`src/rtl/data_memory_block.sv`:
```
// rtl/data_memory_block.sv - DM pipeline stage: 256x8 data RAM plus registered EX/memory result mux.
// Optional MEM_CLEAR_ON_RESET_EN: reset also zeroes every RAM word.
module data_memory_block #(
  parameter int DATA_W = 8,
  parameter int ADDR_W = 8,
  parameter int DEPTH  = 1 << ADDR_W
) (
  input  logic              clk,
  input  logic              reset,
  input  logic [DATA_W-1:0] ans_ex,
  input  logic [DATA_W-1:0] DM_data,
  input  logic              mem_rw_ex,
  input  logic              mem_en_ex,
  input  logic              mem_mux_sel_dm,
  output logic [DATA_W-1:0] ans_dm
);

  logic [DATA_W-1:0] ex_out;
  logic [DATA_W-1:0] dm_out;
  logic [DATA_W-1:0] mem [0:DEPTH-1];
  logic [ADDR_W-1:0] addr;
  logic              wr_en;
  logic              rd_en;

  // Upper ans_ex bits are ignored so addresses wrap when ADDR_W < DATA_W.
  assign addr  = ans_ex[ADDR_W-1:0];
  assign wr_en = mem_en_ex & mem_rw_ex;
  assign rd_en = mem_en_ex & ~mem_rw_ex;

  always_ff @(posedge clk) begin
    if (reset) begin
      ex_out <= '0;
      dm_out <= '0;
    end else begin
      ex_out <= ans_ex;
      if (rd_en) begin
        dm_out <= mem[addr];
      end
    end
  end

`ifdef MEM_CLEAR_ON_RESET_EN
  always_ff @(posedge clk) begin
    if (reset) begin
      for (int i = 0; i < DEPTH; i++) begin
        mem[i] <= '0;
      end
    end else if (wr_en) begin
      mem[addr] <= DM_data;
    end
  end
`else
  // No reset on the array so it can map onto block RAM.
  always_ff @(posedge clk) begin
    if (!reset && wr_en) begin
      mem[addr] <= DM_data;
    end
  end
`endif

  assign ans_dm = mem_mux_sel_dm ? dm_out : ex_out;

endmodule

```
`config.mk`:
```
export PLATFORM = sky130hd
export DESIGN_NAME = data_memory_block
export DESIGN_NICKNAME = d
export VERILOG_FILES = /design/src/rtl/data_memory_block.sv
export SDC_FILE = /design/constraint.sdc
export NUM_CORES = 2
export LEC_CHECK = 0
export BUFFER_PORTS_ARGS = -buffer_cell sky130_fd_sc_hd__buf_2
export CAP_MARGIN = 20
export CORE_MARGIN = 4
export CORE_UTILIZATION = 35
export CTS_CLUSTER_DIAMETER = 80
export CTS_CLUSTER_SIZE = 8
export DETAILED_ROUTE_END_ITERATION = 10
export GPL_ROUTABILITY_DRIVEN = 0
export PLACE_DENSITY_LB_ADDON = 0.15
export RECOVER_POWER = 50
export SLEW_MARGIN = 20
export SYNTH_ARGS = -nofsm -noshare
export SYNTH_HDL_FRONTEND = slang
export SYNTH_SLANG_ARGS = --single-unit
```
`constraint.sdc`:
```
create_clock -name clk -period 4.3 [get_ports clk]
set_input_delay 0.86 -clock clk [delete_from_list [all_inputs] [get_ports clk]]
set_output_delay 0.86 -clock clk [all_outputs]
set_load 0.005 [all_outputs]
```
==> impl_metrics.csv <==
group,metric,value,unit
logic_synthesis,synth_compound_area_share,2.51,%
sta,setup_tns,0,ps
hold_path,worst_hold_path.endpoint,"ex_out[6]$_SDFF_PP0_",
finish,final_util,41.8,%
global_routing,grt_pass1_vias,42800,
logic_synthesis,ys_async_sr_fraction,0,%
hold_path,hp-start,"ans_ex[6]",
clock_tree,cts_resized,0,
logic_synthesis,synth_top_flop_cell,"edfxtp_1",
clock_tree,cts_setup_buffers,0,
critical_path,crit_path_max_fanout,18,
floorplan,start_util,35.3,%
critical_path,required,5030,ps
drt,drt_first_pass_iters,5,
floorplan,core-area,228000,um^2
critical_path,r2r.worst_path.cells,6,
clock_tree,cts_buffers,308,
logic_synthesis,synth_edf_count,2048,
hold_path,hold_depth,2,
clock_tree,hold_buffers,0,
global_routing,antenna_found_initial,8,
critical_path,timing.rr.end,"dm_out[4]$_SDFFE_PP0P_",
run,max_cap_violations,11,
finish,fin_nets,4514,
sta,slew_headroom,-98.8,%
sta,fin_worst_skew,50.8,ps
global_routing,grt.total_usage,20.3,%
drt,route.detailed.drc,0,
logic_synthesis,synth_area,80600,um^2
logic_synthesis,syn-num-nets,3925,
clock_tree,clk_pin_slew_worst_paths,50,ps
clock_tree,cts_tree,"yes",
sta,layout_min_cycle_time,3830,ps
place,port-buffer-count,28,
drt,num_vias,41600,
logic_synthesis,ys_warn_count,0,
drt,drt_wl_total,242,mm
clock_tree,cts_buffer_depth,4,
sta,slew_violations,898,
clock_tree,clock_latency,900,ps
critical_path,worst_setup_path_start_kind,"input pin",
logic_synthesis,synth_area_leaders,"edfxtp_1 76%, mux4_2 13%, mux2i_1 1.7%, nor2_1 1.4%, nand2_1 0.99%",
drt,drt_iter0_drc,4045,
clock_tree,numClockSinks,2064,
place,dp_hpwl,153,mm
sta,rsz0062_at_grt,"false",
power,p_per_area,475,nW/um^2
finish,seq_area,61800,um^2
sta,fin_crit_sh,89.0,%
floorplan,rows,175,
critical_path,end_kind,"flop",
logic_synthesis,synth_top_family_by_area,"multiplexers",
floorplan,die_w,488,um
logic_synthesis,synth.mux.area_fraction,15.4,%
floorplan,die_y,488,um
hold_path,hp-class,"in -> reg",
global_routing,grt_max_degree,149,
critical_path,timing.rr.start,"mem[196][4]$_DFFE_PP_",
drt,via_per_inst,5.52,
sta,setup_viol,0,
drt,final_antenna_net_count,0,
finish,drive_gt1_share,29.4,%
finish,multi_input_area,17400,um^2
logic_synthesis,synth_top_area_share,76.3,%
global_routing,grt_pass1_wl,340,mm
logic_synthesis,synth_simple_gate_area_share,3.52,%
sta,fmax,0.261,GHz
run_status,status,"finished with violations",
floorplan,dieArea,238000,um^2
critical_path,rrSetupSlack,1440,ps
logic_synthesis,syn_area_per_cell,20.7,um^2
logic_synthesis,ys_seq_area_share,76.7,%
logic_synthesis,ys_types,60,
critical_path,cp.arrival,4560,ps
finish,area_delta_synth_final,18.3,%
run_status,violations,"capacitance limit, slew limit",
power,ir_worst_vdd,0.301,mV
clock_tree,cts_max_level,5,
finish,fillers,20000,
floorplan,ioPinCount,29,
logic_synthesis,synth_top_area_cell,"edfxtp_1",
logic_synthesis,synth_xor_area_share,0,%
logic_synthesis,synth_fa_ha_area_share,0,%
critical_path,path_class,"in -> reg",
sta,hold_violations,0,
drt,routedWlPerCell,32.1,um
clock_tree,ctsRootBufferMaster,"clkbuf_16",
global_routing,overflow,0,
logic_synthesis,syn_inst,3904,
logic_synthesis,ys_ff_latch,2064,
sta,tightestPinTransition,2980,ps
power,leakage,30.6,nW
layer usage:
layer  global-route usage, %  routed length [um]  part of all wire, %  vias to the layer above
met1                    28.8              106000                   44                    22600
met5                       0                   0                    0                        -
met2                    32.1              114000                   47                     1431
met3                    3.41               14000                  5.8                      394
met4                    6.15                7650                  3.2                        0
li1                        -                   -                    -                    17200
Yosys cell counts, drive strengths merged (3+ instances only):
master and instances:
a32o 15, a221oi 6, nand4 24, a21oi 32
edfxtp 2048, a32oi 34, o211ai 10, a22oi 27
o2111ai 6, a2111oi 10, o221ai 5, and2 5
nor3 38, buf 123, a311o 6, or2 3
dfxtp 16, nor2b 26, nor4 7, nor2 296
nand2 213, o22a 4, o32ai 3, and3 5
o22ai 35, nand2b 6, mux2i 134, inv 5
a31oi 21, nand3 40, a211oi 15, mux2 33
clkbuf 121, a311oi 6, o21ai 32, mux4 474
how the worst max path moves through the flow:
stage / start / end / depth (start not counted)
after floorplan: ans_ex[3] / mem[103][0]$_DFFE_PP_ / 9
after global placement: ans_ex[0] / dm_out[4]$_SDFFE_PP0P_ / 9
after detailed placement: ans_ex[0] / dm_out[6]$_SDFFE_PP0P_ / 10
after CTS: ans_ex[0] / dm_out[6]$_SDFFE_PP0P_ / 10
after global routing: ans_ex[4] / dm_out[4]$_SDFFE_PP0P_ / 9
final: ans_ex[4] / dm_out[4]$_SDFFE_PP0P_ / 9
final cells by class:
| type | count | area share (%) |
|---|---|---|
| flip-flops and latches | 2064 | 64.8 |
| multi-input cells | 1590 | 18.2 |
| clock buffers | 341 | 8.32 |
| repair buffers | 523 | 4.64 |
| well taps | 3009 | 3.95 |
| clock inverters | 9 | 0.0839 |
| inverters | 6 | 0.0315 |
| diodes | 2 | 0.00524 |
where the power goes:
group          internal, mW  total [mW]  switching, mW
sequential             22.2        22.2         0.0109
clock                  12.8        20.8           8.05
combinational         0.752        2.22           1.47
placed cells by master (no fill, tap or decap), drive strengths merged, types with 7 or more instances in the layout:
| master | n |
|---|---|
| a2111oi | 10 |
| a211oi | 15 |
| a21oi | 32 |
| a22oi | 27 |
| a31oi | 21 |
| a32o | 15 |
| a32oi | 34 |
| buf | 495 |
| clkbuf | 369 |
| dfxtp | 16 |
| edfxtp | 2048 |
| inv | 9 |
| mux2 | 33 |
| mux2i | 134 |
| mux4 | 474 |
| nand2 | 213 |
| nand3 | 40 |
| nand4 | 24 |
| nor2 | 296 |
| nor2b | 26 |
| nor3 | 38 |
| nor4 | 7 |
| o211ai | 10 |
| o21ai | 32 |
| o22ai | 35 |
cell families (layout without fill, tap and decap cells):
logic type / after synthesis / count (layout)
flip-flops: 2064 / 2064
AND/OR/NAND/NOR: 670 / 670
multiplexers: 641 / 641
AO/OA/AOI/OAI: 279 / 279
buffers and inverters: 250 / 879
other: 0 / 2
per-stage QoR:
stage | area (um^2) | power [mW] | setup WS [ps] | hold slack [ps] | std cells
2_1_floorplan | 80600 | 23.7 | 966 | 468 | 3904
3_3_place_gp | 87600 | 24.8 | 65.5 | 490 | 7192
3_5_place_dp | 87600 | 24.8 | 98.5 | 493 | 7192
4_1_cts | 95600 | 45.8 | 1030 | 362 | 7542
5_1_grt | 95400 | 46.7 | 518 | 382 | 7543
6_report | 95400 | 45.3 | 473 | 417 | 7544
registers in the layout, summed over array words and instances, names as in the netlist:
name,count
ex_out,8
mem,2048
dm_out,8
worst max-delay path, stage by stage:
cell      delay, ps
buf_2           320
clkbuf_1       1090
nor2_1          550
nand2_1         190
buf_4           280
nor2b_1          90
nor4_1          620
a311o_1         410
o41ai_1         110
Power figures use the tool's default switching activity.
